`config.mk`:
```
export PLATFORM = sky130hd
export DESIGN_NAME = rv_mem_flat
export DESIGN_NICKNAME = d
export VERILOG_FILES = /design/src/rtl/rv_mem_pkg.sv /design/src/rtl/rv_mem_if.sv /design/src/rtl/rv_mem_lsu_align.sv /design/src/rtl/rv_mem.sv /design/src/flat_wrapper.sv
export SDC_FILE = /design/constraint.sdc
export NUM_CORES = 1
export LEC_CHECK = 0
export ABC_AREA = 1
export CORE_MARGIN = 2
export CORE_UTILIZATION = 32
export DETAILED_ROUTE_END_ITERATION = 8
export HOLD_SLACK_MARGIN = 0.03
export PLACE_DENSITY = 0.77
export SYNTH_ARGS = -nofsm -noshare
export SYNTH_HDL_FRONTEND = slang
export SYNTH_SLANG_ARGS = --single-unit
```
`constraint.sdc`:
```
create_clock -name clk -period 4.07 [get_ports clk]
set_clock_uncertainty 0.15 [all_clocks]
set_input_delay 0.6105 -clock clk [delete_from_list [all_inputs] [get_ports clk]]
set_output_delay 0.6105 -clock clk [all_outputs]
set_load 0.02 [all_outputs]
```
`src/rtl/rv_mem_pkg.sv`:
```
// Shared types for the Q103H memory stage: control structs, size/writeback enums, FSM states.
package rv_mem_pkg;

    typedef enum logic [1:0] {
        MEM_BYTE = 2'd0,
        MEM_HALF = 2'd1,
        MEM_WORD = 2'd2
    } t_mem_size;

    typedef enum logic [1:0] {
        WB_ALU = 2'd0,
        WB_MEM = 2'd1,
        WB_PC4 = 2'd2
    } t_sel_wb;

    typedef struct packed {
        logic       valid;
        logic [3:0] alu_op;
        logic       use_imm;
    } t_exe_ctrl;

    typedef struct packed {
        logic      valid;
        logic      mem_rd;
        logic      mem_wr;
        t_mem_size mem_size;
        logic      load_unsigned;
        t_sel_wb   sel_wb;
    } t_mem_ctrl;

    typedef enum logic [1:0] {
        ST_IDLE        = 2'd0,
        ST_WAIT_GNT    = 2'd1,
        ST_WAIT_RVALID = 2'd2
    } t_mem_state;

    // Access crosses its natural alignment boundary.
    function automatic logic is_misaligned(input t_mem_size size, input logic [1:0] addr_lo);
        logic mis;
        case (size)
            MEM_HALF: mis = addr_lo[0];
            MEM_WORD: mis = (addr_lo != 2'b00);
            default:  mis = 1'b0;
        endcase
        return mis;
    endfunction

endpackage

```
`src/rtl/rv_mem_if.sv`:
```
// Data-memory request/response bus between the memory stage (master) and memory (slave).
interface rv_mem_if;
    logic        req;
    logic        we;
    logic [31:0] addr;
    logic [31:0] wdata;
    logic [3:0]  be;
    logic        gnt;
    logic        rvalid;
    logic [31:0] rdata;

    modport master (output req, we, addr, wdata, be, input gnt, rvalid, rdata);
    modport slave  (input req, we, addr, wdata, be, output gnt, rvalid, rdata);
endinterface

```
`src/rtl/rv_mem_lsu_align.sv`:
```
// Byte-lane steering: store byte enables / replicated write data and load extraction with sign/zero extension.
module rv_mem_lsu_align
    import rv_mem_pkg::*;
(
    input  t_mem_size   mem_size,
    input  logic [1:0]  addr_lo,
    input  logic        load_unsigned,
    input  logic [31:0] st_data,
    input  logic [31:0] rd_word,
    output logic [3:0]  be,
    output logic [31:0] wdata,
    output logic [31:0] ld_data
);

    logic [7:0]  byte_s;
    logic [15:0] half_s;

    assign byte_s = rd_word[{addr_lo, 3'b000} +: 8];
    assign half_s = rd_word[{addr_lo[1], 4'b0000} +: 16];

    // Lane selection per access size; half accesses only look at addr bit 1.
    always_comb begin
        be      = 4'b0000;
        wdata   = st_data;
        ld_data = rd_word;
        case (mem_size)
            MEM_BYTE: begin
                be      = 4'b0001 << addr_lo;
                wdata   = {4{st_data[7:0]}};
                ld_data = load_unsigned ? {24'h000000, byte_s} : {{24{byte_s[7]}}, byte_s};
            end
            MEM_HALF: begin
                be      = 4'b0011 << {addr_lo[1], 1'b0};
                wdata   = {2{st_data[15:0]}};
                ld_data = load_unsigned ? {16'h0000, half_s} : {{16{half_s[15]}}, half_s};
            end
            MEM_WORD: begin
                be      = 4'b1111;
                wdata   = st_data;
                ld_data = rd_word;
            end
            default: begin
                be      = 4'b0000;
                wdata   = st_data;
                ld_data = rd_word;
            end
        endcase
    end

endmodule

```
`src/rtl/rv_mem.sv`:
```
// Memory stage: data-memory handshake FSM, stall generation and Q104H writeback register.
// Optional misaligned-access trap enabled by defining RV_MEM_MISALIGN_EN.
module rv_mem
    import rv_mem_pkg::*;
(
    input  logic            clk,
    input  logic            rst,
    input  t_mem_ctrl       ctrl,
    input  logic [31:0]     alu_out_Q103H,
    input  logic [31:0]     dmem_wr_data_Q103H,
    input  logic [31:0]     pc_plus4_Q103H,
    rv_mem_if.master        dmem,
    output logic [31:0]     wb_data_Q103H,
    output logic [31:0]     wb_data_Q104H,
    output logic            mem_stall
`ifdef RV_MEM_MISALIGN_EN
    ,
    output logic            misalign_Q103H
`endif
);

    t_mem_state  state_r;
    t_mem_state  state_nxt_s;
    logic        mem_op_s;
    logic        misalign_s;
    logic        access_s;
    logic        req_s;
    logic        done_s;
    logic [3:0]  be_s;
    logic [31:0] wdata_s;
    logic [31:0] ld_data_s;
    logic [31:0] wb_nxt_s;

    assign mem_op_s = ctrl.valid & (ctrl.mem_rd | ctrl.mem_wr);

`ifdef RV_MEM_MISALIGN_EN
    assign misalign_s     = mem_op_s & is_misaligned(ctrl.mem_size, alu_out_Q103H[1:0]) & ~rst;
    assign misalign_Q103H = misalign_s;
`else
    assign misalign_s = 1'b0;
`endif

    // Reset also silences the request and stall combinationally.
    assign access_s = mem_op_s & ~misalign_s & ~rst;

    rv_mem_lsu_align u_align (
        .mem_size      (ctrl.mem_size),
        .addr_lo       (alu_out_Q103H[1:0]),
        .load_unsigned (ctrl.load_unsigned),
        .st_data       (dmem_wr_data_Q103H),
        .rd_word       (dmem.rdata),
        .be            (be_s),
        .wdata         (wdata_s),
        .ld_data       (ld_data_s)
    );

    // Handshake state register.
    always_ff @(posedge clk or posedge rst) begin
        if (rst) begin
            state_r <= ST_IDLE;
        end else begin
            state_r <= state_nxt_s;
        end
    end

    // Next state, request and completion; rvalid only counts in WAIT_RVALID.
    always_comb begin
        state_nxt_s = state_r;
        req_s       = 1'b0;
        done_s      = 1'b0;
        case (state_r)
            ST_IDLE, ST_WAIT_GNT: begin
                if (access_s) begin
                    req_s = 1'b1;
                    if (dmem.gnt) begin
                        if (ctrl.mem_wr) begin
                            state_nxt_s = ST_IDLE;
                            done_s      = 1'b1;
                        end else begin
                            state_nxt_s = ST_WAIT_RVALID;
                        end
                    end else begin
                        state_nxt_s = ST_WAIT_GNT;
                    end
                end else begin
                    state_nxt_s = ST_IDLE;
                end
            end
            ST_WAIT_RVALID: begin
                if (dmem.rvalid) begin
                    state_nxt_s = ST_IDLE;
                    done_s      = 1'b1;
                end else begin
                    state_nxt_s = ST_WAIT_RVALID;
                end
            end
            default: begin
                state_nxt_s = ST_IDLE;
            end
        endcase
    end

    assign mem_stall   = access_s & ~done_s;
    assign dmem.req    = req_s;
    assign dmem.we     = req_s & ctrl.mem_wr;
    assign dmem.addr   = {alu_out_Q103H[31:2], 2'b00};
    assign dmem.be     = be_s;
    assign dmem.wdata  = wdata_s;

    assign wb_data_Q103H = (ctrl.sel_wb == WB_PC4) ? pc_plus4_Q103H : alu_out_Q103H;

    // Writeback source; a trapped misaligned access reports its address.
    always_comb begin
        wb_nxt_s = wb_data_Q103H;
        if (misalign_s) begin
            wb_nxt_s = alu_out_Q103H;
        end else if (ctrl.sel_wb == WB_MEM) begin
            wb_nxt_s = ld_data_s;
        end else begin
            wb_nxt_s = wb_data_Q103H;
        end
    end

    // Q104H writeback register, frozen while the access is outstanding.
    always_ff @(posedge clk or posedge rst) begin
        if (rst) begin
            wb_data_Q104H <= 32'h0000_0000;
        end else if (!mem_stall) begin
            wb_data_Q104H <= wb_nxt_s;
        end else begin
            wb_data_Q104H <= wb_data_Q104H;
        end
    end

endmodule

```
`src/flat_wrapper.sv`:
```
// flat-port wrapper written by rule: the top's interface ports become plain ports
module rv_mem_flat import rv_mem_pkg::*;
  (clk, rst, ctrl, alu_out_Q103H, dmem_wr_data_Q103H, pc_plus4_Q103H, wb_data_Q103H, wb_data_Q104H, mem_stall, dmem_req, dmem_we, dmem_addr, dmem_wdata, dmem_be, dmem_gnt, dmem_rvalid, dmem_rdata);
  rv_mem_if dmem_i ();
  input  logic clk;
  input  logic rst;
  input  t_mem_ctrl ctrl;
  input  logic [31:0] alu_out_Q103H;
  input  logic [31:0] dmem_wr_data_Q103H;
  input  logic [31:0] pc_plus4_Q103H;
  output logic [31:0] wb_data_Q103H;
  output logic [31:0] wb_data_Q104H;
  output logic mem_stall;
  output wire logic [$bits(dmem_i.req)-1:0] dmem_req;
  output wire logic [$bits(dmem_i.we)-1:0] dmem_we;
  output wire logic [$bits(dmem_i.addr)-1:0] dmem_addr;
  output wire logic [$bits(dmem_i.wdata)-1:0] dmem_wdata;
  output wire logic [$bits(dmem_i.be)-1:0] dmem_be;
  input wire logic [$bits(dmem_i.gnt)-1:0] dmem_gnt;
  input wire logic [$bits(dmem_i.rvalid)-1:0] dmem_rvalid;
  input wire logic [$bits(dmem_i.rdata)-1:0] dmem_rdata;
  assign dmem_req = dmem_i.req;
  assign dmem_we = dmem_i.we;
  assign dmem_addr = dmem_i.addr;
  assign dmem_wdata = dmem_i.wdata;
  assign dmem_be = dmem_i.be;
  assign dmem_i.gnt = dmem_gnt;
  assign dmem_i.rvalid = dmem_rvalid;
  assign dmem_i.rdata = dmem_rdata;
  rv_mem u_core (.clk(clk), .rst(rst), .ctrl(ctrl), .alu_out_Q103H(alu_out_Q103H), .dmem_wr_data_Q103H(dmem_wr_data_Q103H), .pc_plus4_Q103H(pc_plus4_Q103H), .dmem(dmem_i), .wb_data_Q103H(wb_data_Q103H), .wb_data_Q104H(wb_data_Q104H), .mem_stall(mem_stall));
endmodule
```
==> impl_metrics.yaml, run 1 <==
outcome:
  outcome: "finished clean"
timing:
  tightest_slew_ns: 0.8379
  relSlewSlack_pct: 44.06
  final.setup.tns_ns: 0
  max_freq_mhz: 283.4
  min_period_over_period_pct: 86.69
  hold_ws_ns: 0.3246
  finalSetupViolations: 0
  hold_viol_final: 0
  min_period_ns: 3.528
  maxSlewViolCount: 0
  rsz0062_at_grt: "false"
  setup_slack_ns: 0.5417
clock_network:
  post-cts-setup-buffers: 0
  cts_max_level: 2
  cts_resized: 0
  numClockSinks: 34
  clockRootBuffer: "clkbuf_16"
  clk_pin_slew_ns: 0.06
  cts_tree: "done"
  cts_hold_buf: 0
  insertion_delay_ns: 0.28
  clock_path_buffers: 2
  numCtsBuffers: 5
die:
  core_area_sq_um: 10940
  start_util_pct: 32.94
  fp-row-count: 38
  io_pins: 275
  die_h_um: 110.1
  die-area_sq_um: 12120
  die_w_um: 110.1
critical_path:
  critPathCaptureType: "primary output"
  crit_path_max_fanout: 22
  path_buf_inv: 2
  crit_arrival_ns: 2.77
  crit_family: "buffers and inverters"
  criticalPathCategory: "in -> out"
  required_ns: 3.31
  crit_path_top_delay_cell: "clkdlybuf4s50_1"
  cpMostUsedCell: "clkdlybuf4s50_1"
  worstSetupStartpointType: "input pin"
  cp_slowest_stage_delay_ns: 0.64
  cp_cell_sequence: "clkdlybuf4s50_1, nor2_4, nand2_1, nand2_2, a21oi_1, clkdlybuf4s50_1"
final_layout:
  fill_cells: 1117
  nets: 959
  multi_input_area_sq_um: 2052
  seq_area_sq_um: 850.8
  syn2layout_area_growth_pct: 71.14
  diodes: 0
  drive_gt1_share_pct: 4.756
route:
  totalWireLength_um: 15430
  via_count: 4657
  ant_nets: 0
  first_pass_iters: 6
  drc: 0
  drt_iter0_markers: 277
  routed_via_density: 4.851
  avgRoutedWirePerCell_um: 16.07
placement:
  port_buffers: 272
  gp_congestion: 0.9195
  pre_cts_slack_ns: 0.5703
  dpl.hpwl_um: 12390
pwr:
  p_leak_nw: 2.912
  power.density_nw_per_um2: 258.3
  ir_drop_mv: 0.1604
yosys:
  netlist_instances: 608
  yosysSeqAreaShare_pct: 23.62
  avgSynthCellArea_sq_um: 5.925
  ys_warn_count: 0
  ys_types: 27
  ys_seq_elements: 34
  syn_area_sq_um: 3602
min_path:
  hold_path_class: "reg -> reg"
grt:
  grt-ovfl-total: 0
  grt_pass1_vias: 4424
  grt_pass1_wl_um: 23000
  grt_start_max_net_pins: 50
  antenna_found_initial: 0
  gr-usage-all-layers_pct: 24.52
job:
  drv_cap: 0
## metal layers
| metal | vias up | routed length, um | GRT usage, % | share of wire, % |
|---|---|---|---|---|
| li1 | 2324 | - | - | - |
| met5 | - | 0 | 0 | 0 |
| met3 | 24 | 986 | 4.350 | 6.4 |
| met2 | 204 | 7639 | 42.59 | 50 |
| met4 | 0 | 259 | 5.804 | 1.7 |
| met1 | 2105 | 6541 | 31.57 | 42 |
## report_power, final
part	total, mW	internal (mW)	switching, mW
logic	0.801	0.382	0.418
registers	0.407	0.382	0.0254
clock network	0.385	0.242	0.143
total	1.59	1.01	0.586
## final timing paths
kind,start,endpoint,slack [ns],cells after the start
min reg2reg,u_core.wb_data_Q104H[24],u_core.wb_data_Q104H[24],0.32,2
max in group asynchronous,rst,u_core.wb_data_Q104H[5],2.84,3
max,ctrl[3],dmem_be[0],0.54,6
min,u_core.wb_data_Q104H[24],u_core.wb_data_Q104H[24],0.32,2
min in group asynchronous,rst,u_core.wb_data_Q104H[19],0.62,3
max reg2reg,u_core.state_r[1],u_core.wb_data_Q104H[9],2.49,6
## cells in the mapped netlist (all sizes together)
library cell / instances / share of area, %
a21oi: 31 / 4.4
and2: 6 / 1.0
buf: 70 / 14
clkbuf: 5 / 0.52
clkinv: 1 / 0.14
conb: 1 / 0.10
dfrtp: 34 / 24
inv: 44 / 4.7
nand2: 270 / 29
nand3: 109 / 16
nor2: 9 / 2.0
o211ai: 6 / 1.4
o21ai: 22 / 3.2
## worst min-delay path, stage by stage, from the launching register on
cell	delay [ns]
dfrtp_1	0.34
nand2_1	0.05
nand2_1	0.05
## per-stage QoR
step | std cells | util [%] | instance area, sq um | total power, mW
4_1_cts | 960 | 56.37 | 6165 | 1.602
2_1_floorplan | 609 | - | 3606 | 0.8074
5_1_grt | 960 | 56.37 | 6165 | 1.676
3_5_place_dp | 952 | 54.99 | 6013 | 1.213
6_report | 960 | 56.37 | 6165 | 1.592
3_3_place_gp | 952 | 54.99 | 6013 | 1.210
## flip-flops by register name, summed over array words and instances, names as in the netlist
name / cells
u_core.state_r: 2
u_core.wb_data_Q104H: 32
## layout make-up
type,count,share of cell area [%]
Clock inverter,2,0.2030
Inverter,45,2.801
Clock buffer,6,2.253
Sequential cell,34,13.80
Timing Repair Buffer,278,44.81
Multi-Input combinational cell,455,33.29
Tap cell,140,2.841
## cells by family after synthesis
logic type	Yosys count	synth area share [%]
buf+inv	120	19.52
simple gates	394	47.79
other cells	1	0.1041
compound gates	59	8.961
flops	34	23.62
## cells in the final DEF, fill, tap and decap left out, types with 6 or more instances in the layout
| cell type | count |
|---|---|
| a21oi_1 | 30 |
| and2_1 | 6 |
| buf_4 | 6 |
| clkdlybuf4s50_1 | 271 |
| dfrtp_1 | 34 |
| inv_1 | 38 |
| nand2_1 | 264 |
| nand3_1 | 105 |
| o21ai_0 | 11 |
| o21ai_1 | 10 |
Power figures use the tool's default switching activity.
==> inputs of run 2 (changes only) <==
Settings changed: CAP_MARGIN from default to 30, CORE_MARGIN 2 to default.
==> impl_metrics.yaml, run 2 (synthesis gave the netlist of run 1 again) <==
outcome:
  outcome: "finished clean"
timing:
  min_period_ns: 3.516
  setup_slack_ns: 0.5537
  max_freq_mhz: 284.4
  finalSetupViolations: 0
  tightest_slew_ns: 0.8549
  relSlewSlack_pct: 42.92
  final.setup.tns_ns: 0
  min_period_over_period_pct: 86.40
  rsz0062_at_grt: "false"
  maxSlewViolCount: 0
  hold_viol_final: 0
final_layout:
  layout_commonest_cell: "clkdlybuf4s50_1"
  top_regs: "u_core.wb_data_Q104H (32), u_core.state_r (2)"
  diodes: 0
  most-common-layout-cells: "clkdlybuf4s50_1, nand2_1, nand3_1, inv_1, dfrtp_1"
  final_util_pct: 56.17
  nets: 960
  fill_cells: 1080
  drive_gt1_share_pct: 4.872
  largest_reg_flops: 32
  design_area_sq_um: 6116
  syn2layout_area_growth_pct: 69.78
  regMostFlops: "u_core.wb_data_Q104H"
grt:
  gr-usage-all-layers_pct: 25.08
  antenna_found_initial: 0
  grt_pass1_wl_um: 22700
  grt_pass1_vias: 4387
  grt_start_max_net_pins: 50
  grt-ovfl-total: 0
route:
  via_count: 4657
  first_pass_iters: 4
  avgRoutedWirePerCell_um: 15.68
  ant_nets: 0
  routed_via_density: 4.846
  drt_iter0_markers: 260
  totalWireLength_um: 15070
  drc: 0
clock_network:
  insertion_delay_ns: 0.28
  cts_tree: "done"
  clockRootBuffer: "clkbuf_8"
  numClockSinks: 34
  post-cts-setup-buffers: 0
  cts_max_level: 2
  numCtsBuffers: 5
  cts_hold_buf: 0
  cts_resized: 0
  clock_path_buffers: 2
  clk_pin_slew_ns: 0.07
pwr:
  comb_power_share_pct: 54.4
  switching_share_pct: 38.80
  pwr-share-seq_pct: 27.6
  power_switching_uw: 570.3
  clock_power_share_pct: 18.0
  intPower_uw: 899.6
  power.density_nw_per_um2: 240.3
  p_leak_nw: 2.892
  ir_drop_mv: 0.1261
critical_path:
  criticalPathCategory: "in -> out"
  required_ns: 3.31
  cpMostUsedCell: "clkdlybuf4s50_1"
  critPathCaptureType: "primary output"
  crit_arrival_ns: 2.76
  cp_cell_sequence: "clkdlybuf4s50_1, nor2_4, nand2_1, nand2_2, a21oi_1, clkdlybuf4s50_1"
  crit_path_max_fanout: 22
  cp_slowest_stage_delay_ns: 0.61
  crit_path_top_delay_cell: "clkdlybuf4s50_1"
  worstSetupStartpointType: "input pin"
job:
  drv_cap: 0
die:
  die_w_um: 108.1
  core_area_sq_um: 10890
  io_pins: 275
  fp-row-count: 38
  die_h_um: 108.1
  die-area_sq_um: 11690
  start_util_pct: 33.08
placement:
  gp_congestion: 0.8924
  port_buffers: 272
  place_area_sq_um: 6021
  dpl.hpwl_um: 12100
  pre_cts_slack_ns: 0.5666
min_path:
  hold_path_class: "reg -> reg"
run 2: metrics by stage:
| step | total power, mW | std cells | hold WS, ns |
|---|---|---|---|
| 3_5_place_dp | 1.211 | 953 | 0.3159 |
| 3_3_place_gp | 1.208 | 953 | 0.3125 |
| 6_report | 1.470 | 961 | 0.3336 |
| 2_1_floorplan | 0.8074 | 609 | 0.3321 |
| 5_1_grt | 1.551 | 961 | 0.3562 |
| 4_1_cts | 1.478 | 961 | 0.3363 |
run 2: power groups by stage:
stage / combinational, mW / clock (mW) / sequential [mW]
2_1_floorplan: 0.345 / 0 / 0.462
3_3_place_gp: 0.796 / 0 / 0.412
3_5_place_dp: 0.798 / 0 / 0.412
4_1_cts: 0.801 / 0.270 / 0.407
5_1_grt: 0.853 / 0.285 / 0.413
6_report: 0.799 / 0.265 / 0.406
run 2: final timing paths:
kind,startpoint,end,slack (ns),depth (start not counted)
min in group asynchronous,rst,u_core.state_r[1],0.62,3
setup reg to reg,u_core.state_r[1],u_core.wb_data_Q104H[11],2.49,6
hold reg to reg,u_core.wb_data_Q104H[31],u_core.wb_data_Q104H[31],0.33,2
hold / removal,u_core.wb_data_Q104H[31],u_core.wb_data_Q104H[31],0.33,2
max in group asynchronous,rst,u_core.wb_data_Q104H[0],2.83,3
setup / recovery,ctrl[3],dmem_be[0],0.55,6
run 2: area by class of cell:
| type | count | area, sq um | area share [%] |
|---|---|---|---|
| multi-input combinational | 455 | 2052 | 33.55 |
| tap | 140 | 175.2 | 2.864 |
| clock buffer | 6 | 82.58 | 1.350 |
| sequential | 34 | 850.8 | 13.91 |
| timing repair buffer | 279 | 2770 | 45.29 |
| clock inverter | 2 | 12.51 | 0.2046 |
| inverter | 45 | 172.7 | 2.823 |
run 2: per-layer routing:
metal	part of all wire [%]	up-vias	routed length, um	GRT usage (%)
li1	-	2326	-	-
met1	44	2093	6614	33.16
met2	48	214	7207	42.31
met3	6.2	24	934	4.159
met4	2.1	0	316	6.067
met5	0	-	0	0
run 2: critical path, delay by kind of cell:
family,cells,cell delay [ns]
AOI/OAI and AO/OA,1,0.07
and+or+nand+nor,3,0.89
buffers and inverters,2,1.18
==> variant 1, RTL diff (flow settings as in run 1) <==
The 3 states of `t_mem_state` get a one-hot encoding in 3 bits.
--- a/src/rtl/rv_mem_pkg.sv
+++ b/src/rtl/rv_mem_pkg.sv
@@ -30,6 +30,6 @@
 
-    typedef enum logic [1:0] {
-        ST_IDLE        = 2'd0,
-        ST_WAIT_GNT    = 2'd1,
-        ST_WAIT_RVALID = 2'd2
+    typedef enum logic [2:0] {
+        ST_IDLE        = 3'b001,
+        ST_WAIT_GNT    = 3'b010,
+        ST_WAIT_RVALID = 3'b100
     } t_mem_state;
Formal check against the unedited RTL: no difference found for any inputs over 10 cycles, from zero or initial values and one cycle with rst high; not proved beyond that.
==> variant 1 against run 1 <==
  * Cell area shrank 0.73%
  * Critical path depth grew 1
  * Sequential cell count grew 1
  * Synthesized area shrank 2.7%
  * Wire length shrank 2.3%
  * Total power shrank 8.4%
  * Worst setup slack gained 0.17 ns
  * Global-route usage shrank 0.54 points
  * Critical path type unchanged
==> variant 1: results (changes against run 1) <==
DP HPWL - 12.1 mm (-2.2%)
largest net degree at the start of global routing - 48 (-4.0%)
GRT Util Overall - 24.0% (-0.54 points)
synth cell count leaders - 228 x nand2_1, 62 x nand3_1, 47 x buf_4
wire length on met3 - 1.37 mm (+39%)
Root Driver - clkbuf_8
biggest regs - u_core.wb_data_Q104H x32, u_core.state_r x3
Synth Area per Inst - 5.99 um2 (+1.2%)
via count - 4613 (-0.94%)
met2 routed WL - 7.23 mm (-5.3%)
non-filler cells, final - 946 (-1.5%)
router iterations before antenna repair - 5 (-1)
Int Pwr - 896 uW (-11%)
routed len/inst - 15.9 um (-0.81%)
WL met1 - 6.21 mm (-5.1%)
post-placement cell count - 938 (-1.5%)
first-pass GRT wire length - 22.2 mm (-3.3%)
Hold Path End - u_core.wb_data_Q104H[22]
Reg2Reg Depth - 10 (+4)
met1 Track Usage GR - 29.8% (-1.8 points)
outcome - finished clean
drt first-iter violations - 271 (-2.2%)
Primary FF master, synth - dfrtp_1
launching point of the worst reg2reg path - u_core.state_r[0]
number of global-route vias before repair - 4375 (-1.1%)
largest stage delay on the critical path - 0.54 ns (-0.10 ns)
Worst EP arrival - 2.59 ns (-0.18 ns)
GR met2 Demand/Resource - 41.5% (-1.1 points)
beginning of the worst hold path - u_core.wb_data_Q104H[22]
Yosys cell types - 25 (-7.4%)
H-tree depth - 2 (unchanged)
sequential area share after synthesis - 25.0% (+1.4 points)
Pleak - 0.00293 uW (+0.49%)
placed cell areas - 0.00603 mm2 (+0.35%)
Crit Path Max Fanout - 18 (-18%)
WHS - 0.332 ns (+0.00761 ns)
Crit path max-delay family - buffers and inverters
routability cong. - 0.985 (+7.2%)
share of cells above drive strength 1 - 4.71% (-0.041 points)
reg-to-reg critical path endpoint - u_core.wb_data_Q104H[23]
variant 1: metrics by stage:
step                power [uW]  setup slack [ns]  utilization [%]
global placement          1200             0.722             56.2
CTS                       1470             0.708             57.0
detailed placement        1210             0.714             56.2
finish                    1460             0.715             57.0
floorplan                  806              1.84                -
global route              1540             0.624             57.0
variant 1: how the worst max path moves through the flow:
| stage | start | endpoint | slack, ns | cells after the start |
|---|---|---|---|---|
| after floorplan | ctrl[4] | dmem_be[0] | 1.84 | 4 |
| final | ctrl[0] | wb_data_Q103H[7] | 0.71 | 7 |
| after global placement | ctrl[0] | wb_data_Q103H[7] | 0.72 | 7 |
| after detailed placement | ctrl[0] | wb_data_Q103H[7] | 0.71 | 7 |
| after global routing | ctrl[0] | wb_data_Q103H[16] | 0.62 | 7 |
| after CTS | ctrl[0] | wb_data_Q103H[7] | 0.71 | 7 |
variant 1: tightest hold or removal path: stages, from the launching register on:
cell and delay (ns):
dfrtp_1 0.34, nand2_1 0.05, nand2_1 0.06
variant 1: logic make-up (layout without fill, tap and decap cells):
group,after synthesis,in the layout,synth area share [%]
DFF,35,35,25.0
and+or+nand+nor,351,351,41.9
AOI/OAI and AO/OA,55,55,8.71
muxes,17,17,4.85
buffers and inverters,126,346,19.4
other,1,2,0.107
variant 1: layout make-up:
class / instances / area, um2
fill: 1038 / 4630
timing repair buffer: 283 / 2820
multi-input combinational: 425 / 1960
sequential: 35 / 877
inverter: 55 / 206
tap: 140 / 175
clock buffer: 6 / 72.6
clock inverter: 2 / 12.5
variant 1: power by group through the flow:
stage / combinational (uW) / clock (uW) / sequential [uW]
after floorplan: 333 / 0 / 473
after global placement: 781 / 0 / 420
after detailed placement: 791 / 0 / 421
after CTS: 794 / 260 / 416
after global routing: 845 / 273 / 421
final: 792 / 250 / 417
==> variant 2, RTL diff (flow settings as in run 1) <==
Made on the original files. Remove the case item `MEM_HALF` of the case on `mem_size`.
--- a/src/rtl/rv_mem_lsu_align.sv
+++ b/src/rtl/rv_mem_lsu_align.sv
@@ -31,7 +31,2 @@
             end
-            MEM_HALF: begin
-                be      = 4'b0011 << {addr_lo[1], 1'b0};
-                wdata   = {2{st_data[15:0]}};
-                ld_data = load_unsigned ? {16'h0000, half_s} : {{16{half_s[15]}}, half_s};
-            end
             MEM_WORD: begin
Function: changed (Yosys sat finds a counterexample within 4 cycles, from zero or initial values and one cycle with rst high).
==> variant 2 against run 1 <==
  * Clock power decreased by 21%
  * Wire length is 7.8% lower
  * Synthesized area is 9.7% lower
  * Die area decreased by 9.4%
  * Worst setup slack improved by 0.070 ns
  * Combinational power is 5.7% lower
  * Global-route usage increased by 0.23 points
  * Sequential cell count is the same
  * Total power shrank 8.0%
  * Cell area shrank 4.7%
  * Critical path depth grew 1
==> variant 2: results (changes against run 1) <==
outcome - finished clean
launching point of the worst reg2reg path - u_core.state_r[1]
number of global-route vias before repair - 4127 (-6.7%)
Int Pwr - 927 uW (-7.8%)
sequential power share - 27.8% (+2.2 points)
Worst Setup SP - ctrl[4]
period utilization - 85.0% (-1.7 points)
beginning of the worst hold path - u_core.wb_data_Q104H[26]
met1 Track Usage GR - 30.4% (-1.2 points)
Post-Synth XOR/XNOR Area - 0% (unchanged)
Multi-input gate area - 0.00178 mm2 (-13%)
Synth Area per Inst - 6.08 um2 (+2.6%)
PortBufs - 272 (unchanged)
placed cell areas - 0.00576 mm2 (-4.2%)
CTS Buf Count - 5 (unchanged)
routed len/inst - 16.0 um (-0.15%)
Reg2Reg Depth - 5 (-1)
Setup crit end - dmem_wdata[30]
Slew headroom - 34.9% (-9.2 points)
Critical-path top delay cell - clkdlybuf4s50_1
reg-to-reg slack, setup - 2.54 ns (+0.05 ns)
Crit Path Max Fanout - 17 (-23%)
routability cong. - 0.913 (-0.76%)
GR met2 Demand/Resource - 44.3% (+1.7 points)
sequential area share after synthesis - 26.2% (+2.5 points)
Hold Path Class - reg2reg
via count - 4289 (-7.9%)
largest net degree at the start of global routing - 61 (+22%)
reg-to-reg critical path endpoint - u_core.wb_data_Q104H[5]
router iterations before antenna repair - 5 (-1)
Pleak - 0.00268 uW (-7.9%)
biggest regs - u_core.wb_data_Q104H x32, u_core.state_r x2
synth cell count leaders - 218 x nand2_1, 42 x nand3_1, 41 x buf_4, 41 x inv_1
share of cells above drive strength 1 - 5.31% (+0.56 points)
fillcell total - 945 (-15%)
Compound-Gate Fraction of Synth Area - 18.3% (+9.4 points)
first-pass GRT wire length - 21.9 mm (-4.9%)
pre-CTS setup slack - 0.662 ns (+0.0915 ns)
Max VDD drop - 0.000127 V (-21%)
Worst EP arrival - 2.70 ns (-0.07 ns)
mux cell area share after synthesis - 0% (unchanged)
largest stage delay on the critical path - 0.61 ns (-0.03 ns)
post-placement cell count - 878 (-7.8%)
GRT Util Overall - 24.8% (+0.23 points)
synth top area cells - dfrtp_1 26%, nand2_1 25%, buf_4 9.5%
Yosys cell types - 22 (-19%)
GRT met3 Usage - 6.74% (+2.4 points)
drt first-iter violations - 203 (-27%)
Hold Path End - u_core.wb_data_Q104H[26]
DP HPWL - 11.3 mm (-9.0%)
Root Driver - clkbuf_8
vias per cell - 4.84 (-0.21%)
# nets final - 892 (-7.0%)
Primary FF master, synth - dfrtp_1
## variant 2: changes by cell type in the layout (fill, tap and decap cells not counted), moves of 7 or more
cell / delta
nand3_1: -63
nand2_1: -48
o211ai_1: +27
o21ai_0: +23
o21ai_1: -10
nand2_2: +9
clkbuf_8: +7
## variant 2: stage by stage
stage | total power (uW) | hold WS, ns
CTS | 1470 | 0.334
floorplan | 773 | 0.332
detailed placement | 1170 | 0.314
global placement | 1160 | 0.312
global route | 1540 | 0.355
finish | 1460 | 0.333
## variant 2: final cells by class
type / instances / area share [%]
well taps: 133 / 2.83
multi-input cells: 385 / 30.3
repair buffers: 280 / 47.6
inverters: 46 / 2.94
flip-flops and latches: 34 / 14.5
clock buffers: 8 / 1.87
## variant 2: layer usage
metal | share of wire, % | wire length [um] | up-vias
li1 | - | - | 2116
met1 | 42 | 5990 | 1962
met2 | 49 | 6970 | 201
met3 | 8.3 | 1170 | 10
met4 | 0.59 | 84 | 0
met5 | 0 | 0 | -
